--- config.mk ---
export PLATFORM = sky130hd
export DESIGN_NAME = pc_sequencer
export DESIGN_NICKNAME = d
export VERILOG_FILES = /design/src/rtl/pc_sequencer.sv
export SDC_FILE = /design/constraint.sdc
export NUM_CORES = 1
export LEC_CHECK = 0
export BUFFER_PORTS_ARGS = -buffer_cell sky130_fd_sc_hd__buf_4
export CORE_MARGIN = 5
export CORE_UTILIZATION = 54
export DETAILED_ROUTE_END_ITERATION = 6
export PLACE_DENSITY = 0.87
export SLEW_MARGIN = 10
export SYNTH_ARGS = -nofsm -noshare
export SYNTH_HDL_FRONTEND = slang
export SYNTH_SLANG_ARGS = --single-unit
--- constraint.sdc ---
create_clock -name clk -period 3.81 [get_ports clk]
set_clock_uncertainty 0.05 [all_clocks]
set_input_delay 0.5715 -clock clk [delete_from_list [all_inputs] [get_ports clk]]
set_output_delay 0.5715 -clock clk [all_outputs]
set_load 0.005 [all_outputs]
--- src/rtl/pc_sequencer.sv ---
// pc_sequencer: IF-stage next-PC selection, stall and flush generation, with a
//   pending-redirect register that holds a redirect seen while imem is busy.
// Latency: next_pc/stall/flush_* are combinational from state and inputs; the
//   state, pending redirect and trap counter update on the rising clk edge.
// Backpressure: imem_ready=0 stalls the PC (WAIT_MEM); load_use_hazard freezes
//   one cycle; trap entry stalls TRAP_FLUSH_CYCLES cycles; HALTED stalls forever.
//
// Ports: clk, rst (async, active high); current_pc; imem_ready; jump_id/jump_target;
//   branch_taken_ex/branch_target; load_use_hazard; trap_req; halt_req;
//   next_pc, stall, flush_ifid, flush_idex, seq_state (0 RUN, 1 WAIT_MEM,
//   2 TRAP_FLUSH, 3 HALTED).
// Optional: define PC_SEQ_PERF_EN to add saturating stall_cycles and
//   redirect_count outputs.
module pc_sequencer #(
  parameter int unsigned INSTR_BYTES       = 4,
  parameter logic [31:0] TRAP_VECTOR       = 32'h0000_0100,
  parameter int unsigned TRAP_FLUSH_CYCLES = 2
) (
  input  logic        clk,
  input  logic        rst,
  input  logic [31:0] current_pc,
  input  logic        imem_ready,
  input  logic        jump_id,
  input  logic [31:0] jump_target,
  input  logic        branch_taken_ex,
  input  logic [31:0] branch_target,
  input  logic        load_use_hazard,
  input  logic        trap_req,
  input  logic        halt_req,
  output logic [31:0] next_pc,
  output logic        stall,
  output logic        flush_ifid,
  output logic        flush_idex,
  output logic [1:0]  seq_state
`ifdef PC_SEQ_PERF_EN
  ,
  output logic [31:0] stall_cycles,
  output logic [31:0] redirect_count
`endif
);

  typedef enum logic [1:0] {
    RUN        = 2'd0,
    WAIT_MEM   = 2'd1,
    TRAP_FLUSH = 2'd2,
    HALTED     = 2'd3
  } state_t;

  localparam logic [2:0] TRAP_CNT_INIT = 3'(TRAP_FLUSH_CYCLES);

  state_t      state, state_nxt;
  logic        pend_valid, pend_valid_nxt;
  logic [31:0] pend_target, pend_target_nxt;
  logic [2:0]  trap_cnt, trap_cnt_nxt;

  logic [31:0] seq_pc;
  logic        redir_req;
  logic [31:0] redir_target;

  assign seq_pc       = current_pc + 32'(INSTR_BYTES);
  assign redir_req    = branch_taken_ex | jump_id;
  // Branch from EX is older than the jump in ID, so it wins.
  assign redir_target = branch_taken_ex ? branch_target : jump_target;
  assign seq_state    = state;

  always_comb begin
    state_nxt       = state;
    pend_valid_nxt  = pend_valid;
    pend_target_nxt = pend_target;
    trap_cnt_nxt    = trap_cnt;
    next_pc         = seq_pc;
    stall           = 1'b0;
    flush_ifid      = 1'b0;
    flush_idex      = 1'b0;

    case (state)
      RUN, WAIT_MEM: begin
        if (trap_req) begin
          next_pc        = TRAP_VECTOR;
          stall          = 1'b1;
          flush_ifid     = 1'b1;
          flush_idex     = 1'b1;
          pend_valid_nxt = 1'b0;
          trap_cnt_nxt   = TRAP_CNT_INIT;
          state_nxt      = TRAP_FLUSH;
        end else if (state == RUN && halt_req) begin
          stall      = 1'b1;
          flush_ifid = 1'b1;
          state_nxt  = HALTED;
        end else if (redir_req) begin
          next_pc    = redir_target;
          flush_ifid = 1'b1;
          flush_idex = branch_taken_ex;
          if (imem_ready) begin
            pend_valid_nxt = 1'b0;
            state_nxt      = RUN;
          end else begin
            // Memory busy: remember the winner so it is not lost.
            stall           = 1'b1;
            pend_valid_nxt  = 1'b1;
            pend_target_nxt = redir_target;
            state_nxt       = WAIT_MEM;
          end
        end else if (state == RUN) begin
          if (load_use_hazard) begin
            stall = 1'b1;
          end else if (!imem_ready) begin
            stall     = 1'b1;
            state_nxt = WAIT_MEM;
          end
        end else if (imem_ready) begin
          next_pc        = pend_valid ? pend_target : seq_pc;
          pend_valid_nxt = 1'b0;
          state_nxt      = RUN;
        end else begin
          stall = 1'b1;
        end
      end

      TRAP_FLUSH: begin
        next_pc    = TRAP_VECTOR;
        flush_ifid = 1'b1;
        flush_idex = 1'b1;
        if (trap_cnt <= 3'd1 && imem_ready) begin
          trap_cnt_nxt = 3'd0;
          state_nxt    = RUN;
        end else begin
          stall = 1'b1;
          // Count down to 1, then park there until memory is ready.
          if (trap_cnt > 3'd1) trap_cnt_nxt = trap_cnt - 3'd1;
        end
      end

      HALTED: begin
        stall      = 1'b1;
        flush_ifid = 1'b1;
      end

      default: state_nxt = RUN;
    endcase

    // While in reset the PC register loads 0 and the pipeline is squashed.
    if (rst) begin
      next_pc    = 32'h0;
      stall      = 1'b0;
      flush_ifid = 1'b1;
      flush_idex = 1'b1;
    end
  end

  always_ff @(posedge clk or posedge rst) begin
    if (rst) begin
      state       <= RUN;
      pend_valid  <= 1'b0;
      pend_target <= 32'h0;
      trap_cnt    <= 3'd0;
    end else begin
      state       <= state_nxt;
      pend_valid  <= pend_valid_nxt;
      pend_target <= pend_target_nxt;
      trap_cnt    <= trap_cnt_nxt;
    end
  end

`ifdef PC_SEQ_PERF_EN
  // An unstalled cycle carries a redirect target when leaving TRAP_FLUSH, when
  // a branch/jump is taken (it outranks the hazard freeze), or when a pending
  // redirect is replayed from WAIT_MEM.
  logic redirect_taken;
  assign redirect_taken = !rst && !stall &&
                          (state == TRAP_FLUSH || redir_req ||
                           (state == WAIT_MEM && pend_valid));

  always_ff @(posedge clk or posedge rst) begin
    if (rst) begin
      stall_cycles   <= 32'h0;
      redirect_count <= 32'h0;
    end else begin
      if (stall && state != HALTED && stall_cycles != 32'hFFFF_FFFF)
        stall_cycles <= stall_cycles + 32'd1;
      if (redirect_taken && redirect_count != 32'hFFFF_FFFF)
        redirect_count <= redirect_count + 32'd1;
    end
  end
`endif

endmodule

==> results.json, run 1 <==
{
  "grt_antenna_before_repair": 0,
  "final.period_utilization": 0.891,
  "power.static_leakage_nw": 2.20,
  "die_h_um": 92.2,
  "power_density_mw_per_mm2": 465,
  "antennaDiodeCount": 0,
  "synth_top_area_frac": 0.260,
  "cp_cell_sequence": "and2_0, nor2_1, nand2_1, a211oi_1, a211oi_1, buf_4",
  "fp.coreArea_mm2": 0.00668,
  "wire_length_of_the_first_global_routing_pass_um": 21100,
  "clock-root-buffer": "sky130_fd_sc_hd__clkbuf_8",
  "placement.cell_area_mm2": 0.00474,
  "largest_net_degree_at_the_start_of_global_routing": 65,
  "synth.yosys.warnings": 0,
  "avgViaCountPerCell": 6.28,
  "dp.final_hpwl_um": 10700,
  "drv_cap": 0,
  "ys_top_cells_by_area": "sky130_fd_sc_hd__dfrtp_1 26%, sky130_fd_sc_hd__mux2i_1 12%, sky130_fd_sc_hd__a21oi_1 7.7%",
  "switching_share": 0.429,
  "insertion_delay_ns": 0.29,
  "num-nets-final": 714,
  "synthCells": 484,
  "synthDominantAreaCellType": "sky130_fd_sc_hd__dfrtp_1",
  "final_hold_viol_count": 0,
  "worstMarginPinSlew_ns": 0.787,
  "post_synth_num_cell_types": 56,
  "cts_max_level": 2,
  "die_area_mm2": 0.00851,
  "syn2layout_area_growth_pct": 32.2,
  "final.setup.tns_ns": 0,
  "cts-buffers-inserted": 5,
  "critical_path_class": "flop to primary output",
  "report.power.total_w": 0.00224,
  "cts_hold_repair.buffers": 0,
  "initial_core_utilization": 0.547,
  "finalCriticalPeriod_ns": 3.39,
  "cts.reportedPaths.clkPinSlew_ns": 0.07,
  "rsz0062_at_grt": "false",
  "gpl.final_weighted_congestion": 0.954,
  "ctsResizeCount": 0,
  "timing.critical_path.slowest_cell_delay_ns": 0.53,
  "globalRoute.totalOverflow": 0,
  "drc": 0,
  "critPathCaptureType": "primary output",
  "max_freq_mhz": 295,
  "report.final.setup_viol": 0,
  "final_area_mm2": 0.00483,
  "p_int_w": 0.00128,
  "drive_gt1_frac": 0.285,
  "synth_sequential_area_ratio": 0.260,
  "cts.path.max_buffers": 2,
  "die_w_um": 92.2,
  "critical-path-top-cell-by-count": "sky130_fd_sc_hd__a211oi_1",
  "post-cts-setup-buffer-count": 0,
  "fillerInstances": 539,
  "pwr-share-seq": 0.327,
  "min_path_type": "primary input to asynchronous set/reset pin",
  "worst_path_max_delay_cell": "sky130_fd_sc_hd__dfrtp_1",
  "placement_rows": 30,
  "detail_route.wirelength_um": 13500,
  "top_level_ports": 141,
  "most_frequent_standard_cell_in_the_layout_excluding_fill_and_tap_cells": "sky130_fd_sc_hd__buf_4",
  "cp-start-kind": "flop",
  "synthesis.area_per_instance_um2": 7.55,
  "grt_util_all_layers": 0.313,
  "wl_per_cell_um": 19.6,
  "power.switching_w": 0.000964,
  "max-slew-margin-rel": 0.475,
  "clock_power_share": 0.127,
  "pwr-share-comb": 0.546,
  "synth_async_sr_flop_share": 1.00,
  "cp_max_fanout": 15,
  "worst-r2r-setup-slack_ns": 1.74,
  "synth_flop_cell": "sky130_fd_sc_hd__dfrtp_1",
  "vias": 4318,
  "worstPathRequired_ns": 3.19,
  "sink_count": 38,
  "ys_seq_elements": 38,
  "drt-initial-drc-count": 294,
  "crit_arrival_ns": 2.77,
  "syn_area_mm2": 0.00365,
  "drtAntennaViolNets": 0,
  "slew_viol_final": 0,
  "post_synth_edffs": 0,
  "peakVddDrop_mv": 0.436,
  "first_global_vias": 4148,
  "drt-pass1-iter-count": 6,
  "mostFrequentLayoutCells": "148 x sky130_fd_sc_hd__buf_4, 70 x sky130_fd_sc_hd__nor2_1, 56 x sky130_fd_sc_hd__a21oi_1",
  "cts_tree": "done",
  "synthesis.nets": 591,
  "status": "completed",
  "io_buffers": 140
}
layer usage:
metal | global-route usage | routed length [µm] | vias to the layer above
met3 | 0.0468 | 1100 | 21
met2 | 0.527 | 6580 | 233
met1 | 0.414 | 5560 | 2062
met5 | 0 | 0 | -
li1 | - | - | 2002
met4 | 0.0928 | 246 | 0
metrics by stage:
step | util | setup slack, ns | cells | hold slack [ns]
finish | 0.723 | 0.416 | 688 | 0.447
global route | 0.723 | 0.264 | 688 | 0.489
CTS | 0.723 | 0.548 | 688 | 0.451
detailed placement | 0.709 | 0.615 | 680 | 0.462
global placement | 0.709 | 0.710 | 680 | 0.459
floorplan | - | 0.882 | 484 | 0.441
layout make-up:
type / count / area, µm² / share of cell area
timing repair buffer: 148 / 1110 / 0.230
sequential: 38 / 951 / 0.197
inverter: 19 / 71.3 / 0.0148
multi-input combinational: 395 / 2500 / 0.519
tap: 80 / 100 / 0.0207
clock buffer: 7 / 86.3 / 0.0179
clock inverter: 1 / 5.00 / 0.00104
critical path, delay by kind of cell (launching register included):
| kind | cells | cell delay (ns) |
|---|---|---|
| flops | 1 | 0.53 |
| buf+inv | 1 | 0.19 |
| simple gates | 3 | 1.18 |
| compound gates | 2 | 0.58 |
kinds of logic after synthesis:
group                      after synthesis  share of synthesized area
muxes                                   45                      0.123
and+or+nand+nor                        168                      0.226
adders and majority gates                3                     0.0103
AOI/OAI and AO/OA                      154                      0.263
DFF                                     38                      0.260
xor gates and xnor gates                25                     0.0600
buffers and inverters                   51                     0.0565
state kept, by name (all words and copies together), names as in the netlist:
register and count:
pend_target 32, pend_valid 1, seq_state 2, trap_cnt 3
synth_stat cells, types with 2 or more instances:
library cell / instances
sky130_fd_sc_hd__or2_2: 4
sky130_fd_sc_hd__o211ai_1: 2
sky130_fd_sc_hd__nand2b_1: 3
sky130_fd_sc_hd__nor3_2: 2
sky130_fd_sc_hd__nand2_1: 32
sky130_fd_sc_hd__o21bai_1: 7
sky130_fd_sc_hd__o31ai_1: 2
sky130_fd_sc_hd__a21oi_1: 56
sky130_fd_sc_hd__nor2b_1: 3
sky130_fd_sc_hd__and4_1: 3
sky130_fd_sc_hd__xor2_1: 12
sky130_fd_sc_hd__nor3b_1: 3
sky130_fd_sc_hd__xnor2_1: 13
sky130_fd_sc_hd__and2_1: 3
sky130_fd_sc_hd__buf_1: 2
sky130_fd_sc_hd__o211a_1: 2
sky130_fd_sc_hd__nand4_1: 8
sky130_fd_sc_hd__o22ai_1: 15
sky130_fd_sc_hd__nor2_1: 70
sky130_fd_sc_hd__and2_0: 2
sky130_fd_sc_hd__a211oi_1: 12
sky130_fd_sc_hd__ha_1: 3
sky130_fd_sc_hd__nor4_1: 2
sky130_fd_sc_hd__mux2i_1: 45
sky130_fd_sc_hd__a221oi_1: 6
sky130_fd_sc_hd__buf_2: 6
sky130_fd_sc_hd__clkbuf_1: 23
sky130_fd_sc_hd__inv_1: 19
sky130_fd_sc_hd__o21ai_0: 33
sky130_fd_sc_hd__o221ai_1: 4
sky130_fd_sc_hd__and3_2: 2
sky130_fd_sc_hd__dfrtp_1: 38
sky130_fd_sc_hd__nor3_1: 13
sky130_fd_sc_hd__nand3_1: 11
sky130_fd_sc_hd__o31a_1: 2
power by group through the flow:
stage	registers (W)	logic (W)	clock network (W)
3_3_place_gp	0.000724	0.00116	0
3_5_place_dp	0.000736	0.00120	0
6_report	0.000733	0.00123	0.000286
5_1_grt	0.000758	0.00135	0.000306
2_1_floorplan	0.000682	0.000741	0
4_1_cts	0.000727	0.00121	0.000291
path summary, 6_finish.rpt:
check                              from         endpoint  cells after the start
setup / recovery           seq_state[1]       next_pc[7]                      6
hold / removal                      rst   pend_target[3]                      3
setup reg to reg           seq_state[1]  pend_target[11]                      5
hold reg to reg              pend_valid       pend_valid                      2
max in group asynchronous           rst  pend_target[26]                      3
min in group clk             pend_valid       pend_valid                      2
Note: power is estimated with default switching activity, not from simulation.
==> inputs of run 2 (changes only) <==
==> constraint.sdc (replaced) <==
create_clock -name clk -period 3.81 [get_ports clk]
set_clock_uncertainty 0.05 [all_clocks]
set_input_delay 0.381 -clock clk [delete_from_list [all_inputs] [get_ports clk]]
set_output_delay 0.381 -clock clk [all_outputs]
set_load 0.005 [all_outputs]
==> results.json, run 2 (same netlist as run 1, synthesis figures left out) <==
{
  "globalRoute.totalOverflow": 0,
  "wire_length_of_the_first_global_routing_pass_um": 20800,
  "mostFrequentLayoutCells": "144 x sky130_fd_sc_hd__buf_4, 70 x sky130_fd_sc_hd__nor2_1, 56 x sky130_fd_sc_hd__a21oi_1",
  "placedCellCount": 676,
  "ctsResizeCount": 0,
  "clock-root-buffer": "sky130_fd_sc_hd__clkbuf_8",
  "cts_tree": "done",
  "drtAntennaViolNets": 0,
  "worst-r2r-setup-slack_ns": 1.73,
  "gr-usage-met3": 0.0566,
  "power_density_mw_per_mm2": 463,
  "grt.met1_usage": 0.411,
  "dp.final_hpwl_um": 10300,
  "die_area_mm2": 0.00851,
  "fp.coreArea_mm2": 0.00668,
  "insertion_delay_ns": 0.29,
  "fin_cells": 684,
  "report.final.setup_viol": 0,
  "rsz0062_at_grt": "false",
  "slew_viol_final": 0,
  "drive_gt1_frac": 0.280,
  "io_buffers": 140,
  "avgViaCountPerCell": 6.25,
  "drt-initial-drc-count": 489,
  "syn2layout_area_growth_pct": 31.4,
  "gpl.final_weighted_congestion": 0.965,
  "largest_net_degree_at_the_start_of_global_routing": 65,
  "top_level_ports": 141,
  "max-slew-margin-rel": 0.402,
  "flip_flop_count_of_the_largest_register_after_layout": 32,
  "most_frequent_standard_cell_in_the_layout_excluding_fill_and_tap_cells": "sky130_fd_sc_hd__buf_4",
  "sink_count": 38,
  "num-nets-final": 710,
  "wl_per_cell_um": 19.4,
  "power.static_leakage_nw": 2.18,
  "detail_route.wirelength_um": 13200,
  "max_freq_mhz": 305,
  "first_global_vias": 4083,
  "vias": 4277,
  "initial_core_utilization": 0.547,
  "postLayoutCoreUtil": 0.718,
  "final.setup.tns_ns": 0,
  "final_hold_viol_count": 0,
  "grt_antenna_before_repair": 0,
  "drc": 0,
  "met2_usage": 0.478,
  "antennaDiodeCount": 0,
  "cts_max_level": 2,
  "cp_max_fanout": 26,
  "grt_most_used_layer": "met2",
  "finalCriticalPeriod_ns": 3.28,
  "largest_register": "pend_target",
  "drt-pass1-iter-count": 5,
  "placement_rows": 30,
  "cts.reportedPaths.clkPinSlew_ns": 0.07,
  "cp-start-kind": "flop",
  "grt_util_all_layers": 0.306,
  "die_h_um": 92.2,
  "status": "completed",
  "peakVddDrop_mv": 0.410,
  "die_w_um": 92.2,
  "min_path_type": "primary input to asynchronous set/reset pin",
  "post-cts-setup-buffer-count": 0,
  "worstPathRequired_ns": 3.38,
  "drv_cap": 0,
  "final.period_utilization": 0.862,
  "worstMarginPinSlew_ns": 0.894,
  "cts-buffers-inserted": 5,
  "cts.path.max_buffers": 2,
  "cts_hold_repair.buffers": 0,
  "critical_path_class": "flop to primary output",
  "crit_arrival_ns": 2.85,
  "critPathCaptureType": "primary output"
}
run 2: layout make-up:
class	count	area (µm²)
timing repair buffer	144	1080
clock buffer	7	86.3
clock inverter	1	5.00
multi-input combinational	395	2500
tap	80	100
sequential	38	951
inverter	19	71.3
fill	559	1880
run 2: stage by stage:
step	worst slack, ns	hold slack (ns)	total power, W	area, µm²
final	0.526	0.248	0.00222	4800
after global routing	0.309	0.289	0.00239	4800
after CTS	0.619	0.254	0.00220	4800
after detailed placement	0.744	0.464	0.00191	4710
after global placement	0.776	0.458	0.00186	4710
after floorplan	1.26	0.441	0.00142	3650
run 2: final timing paths:
check,startpoint,to,depth (start not counted)
setup / recovery,seq_state[1],next_pc[7],6
hold / removal,rst,pend_target[15],3
setup reg to reg,seq_state[1],pend_target[21],5
hold reg to reg,pend_valid,pend_valid,2
max in group asynchronous,rst,pend_target[16],3
min in group clk,jump_target[5],pend_target[5],3
run 2: report_power, final:
| part | switching, W | internal (W) | total, W |
|---|---|---|---|
| clock network | 0.000138 | 0.000146 | 0.000284 |
| logic | 0.000679 | 0.000530 | 0.00121 |
| registers | 0.000134 | 0.000595 | 0.000729 |
run 2: layer usage:
metal,share of wire,wire length [µm]
met5,0,0
met2,0.47,6180
met4,0.037,487
met3,0.093,1230
met1,0.40,5340
run 2: worst max-delay path: stages, from the launching register on:
cell,delay (ns)
sky130_fd_sc_hd__dfrtp_1,0.53
sky130_fd_sc_hd__and2_0,0.32
sky130_fd_sc_hd__nor2_1,0.34
sky130_fd_sc_hd__nand2_1,0.57
sky130_fd_sc_hd__a211oi_1,0.51
sky130_fd_sc_hd__a211oi_1,0.10
sky130_fd_sc_hd__buf_4,0.19
==> inputs of run 3 (changes only) <==
BUFFER_PORTS_ARGS = -buffer_cell sky130_fd_sc_hd__buf_2   (was -buffer_cell sky130_fd_sc_hd__buf_4)
GPL_TIMING_DRIVEN = 0   (was default)
SKIP_CTS_REPAIR_TIMING = 1   (was default)
==> results.json, run 3 (same netlist as run 1, synthesis figures left out) <==
{
  "status": "completed",
  "die_w_um": 92.2,
  "cts_max_level": 2,
  "path_length_in_cells_of_the_critical_path": 8,
  "initial_core_utilization": 0.547,
  "report.final.setup_viol": 0,
  "gpl.final_weighted_congestion": 0.920,
  "flip_flop_count_of_the_largest_register_after_layout": 32,
  "final.period_utilization": 0.855,
  "final_area_mm2": 0.00457,
  "wire_length_of_the_first_global_routing_pass_um": 20600,
  "dp.final_hpwl_um": 10500,
  "drtAntennaViolNets": 0,
  "final.setup.tns_ns": 0,
  "sink_count": 38,
  "peakVddDrop_mv": 0.304,
  "antennaDiodeCount": 0,
  "max-slew-margin-rel": 0.361,
  "die_h_um": 92.2,
  "first_global_vias": 4135,
  "wl_per_cell_um": 18.7,
  "clock_power_share": 0.139,
  "r2r_start": "seq_state[1]",
  "placement.cell_area_mm2": 0.00447,
  "avgViaCountPerCell": 6.16,
  "power.static_leakage_nw": 2.13,
  "cp-start-kind": "flop",
  "critical_path_sink": "next_pc[2]",
  "top_level_ports": 141,
  "power.switching_w": 0.000987,
  "io_buffers": 139,
  "vias": 4386,
  "drv_cap": 0,
  "p_int_w": 0.00120,
  "rsz0062_at_grt": "false",
  "timing.critical_path.slowest_cell_delay_ns": 0.40,
  "die_area_mm2": 0.00851,
  "insertion_delay_ns": 0.29,
  "cts.path.max_buffers": 2,
  "largest_net_degree_at_the_start_of_global_routing": 34,
  "globalRoute.totalOverflow": 0,
  "grt_util_all_layers": 0.302,
  "crit_arrival_ns": 2.83,
  "worstMarginPinSlew_ns": 0.951,
  "finalCriticalPeriod_ns": 3.26,
  "ff2ff_path_depth": 5,
  "cp_max_fanout": 10,
  "worst_path_max_delay_cell": "sky130_fd_sc_hd__a221oi_1",
  "grt_antenna_before_repair": 0,
  "worstPathRequired_ns": 3.38,
  "drt-initial-drc-count": 381,
  "reg2reg_to": "pend_target[15]",
  "fp.coreArea_mm2": 0.00668,
  "power_density_mw_per_mm2": 480,
  "critPathCaptureType": "primary output",
  "cp_num_buf_inv": 4,
  "detail_route.wirelength_um": 13300,
  "switching_share": 0.450,
  "most_frequent_standard_cell_in_the_layout_excluding_fill_and_tap_cells": "sky130_fd_sc_hd__buf_2",
  "worst-r2r-setup-slack_ns": 1.38,
  "cts-buffers-inserted": 5,
  "slew_viol_final": 0,
  "largest_register": "pend_target",
  "pwr-share-seq": 0.320,
  "mostFrequentLayoutCells": "145 x sky130_fd_sc_hd__buf_2, 70 x sky130_fd_sc_hd__nor2_1, 56 x sky130_fd_sc_hd__a21oi_1",
  "drive_gt1_frac": 0.275,
  "drt-pass1-iter-count": 5,
  "cp_cell_sequence": "buf_2, and2_0, clkbuf_1, nor2_1, nand2_1, clkbuf_1, a221oi_1, buf_2",
  "worst_path_dominant_cell_family": "simple AND/OR/NAND/NOR gates",
  "final_hold_viol_count": 0,
  "num-nets-final": 738,
  "clock-root-buffer": "sky130_fd_sc_hd__clkbuf_8",
  "min_path_type": "primary input to asynchronous set/reset pin",
  "placement_rows": 30,
  "cts.reportedPaths.clkPinSlew_ns": 0.08,
  "crit_path_start": "seq_state[0]",
  "critical_path_class": "flop to primary output",
  "drc": 0,
  "pwr-share-comb": 0.540,
  "syn2layout_area_growth_pct": 25.0,
  "max_freq_mhz": 307,
  "cts_tree": "done"
}
==> run 3: cell count changes in the layout (fill, tap and decap cells not counted), sizes merged <==
| cell | change |
|---|---|
| clkinv | -1 |
| clkbuf | +22 |
| clkinvlp | +1 |
| buf | +5 |
| inv | +1 |
==> run 3: stage by stage <==
stage | total power [W] | setup WS, ns | hold WS, ns | instances | utilization
floorplan | 0.00142 | 1.26 | 0.441 | 484 | -
detailed placement | 0.00186 | 0.948 | 0.469 | 704 | 0.669
global placement | 0.00181 | 0.388 | 0.455 | 703 | 0.666
CTS | 0.00216 | 0.622 | 0.230 | 712 | 0.684
finish | 0.00219 | 0.554 | 0.241 | 712 | 0.684
global route | 0.00235 | 0.446 | 0.290 | 712 | 0.684
==> run 3: layout make-up <==
type,instances,area [µm²]
multi-input combinational,395,2490
fill,577,2110
sequential,38,951
timing repair buffer,140,716
buffer,32,135
tap,80,100
clock buffer,6,82.6
inverter,19,71.3
clock inverter,2,16.3
==> run 3: worst min-delay path by stage <==
stage                            to  depth (start not counted)             from
floorplan                pend_valid                          2       pend_valid
global route           seq_state[0]                          3              rst
detailed placement  pend_target[30]                          2  pend_target[30]
finish                 seq_state[0]                          3              rst
CTS                    seq_state[1]                          3              rst
global placement         pend_valid                          2       pend_valid
==> run 3: tightest hold or removal path, cell delays in order <==
cell and delay (ns):
sky130_fd_sc_hd__buf_2 0.10, sky130_fd_sc_hd__clkbuf_1 0.22, sky130_fd_sc_hd__inv_2 0.25
==> run 3: per-layer routing <==
layer  vias to the layer above  wire (µm)  GRT usage
met5                         -          0          0
met4                         0        301     0.0990
met3                        26       1270     0.0533
met2                       272       6220      0.492
met1                      2028       5500      0.406
li1                       2060          -          -
==> run 3: power by group through the flow <==
| stage | clock [W] | sequential [W] | combinational [W] |
|---|---|---|---|
| floorplan | 0 | 0.000682 | 0.000741 |
| global placement | 0 | 0.000696 | 0.00111 |
| detailed placement | 0 | 0.000706 | 0.00115 |
| CTS | 0.000306 | 0.000696 | 0.00116 |
| global route | 0.000325 | 0.000722 | 0.00130 |
| finish | 0.000306 | 0.000702 | 0.00118 |
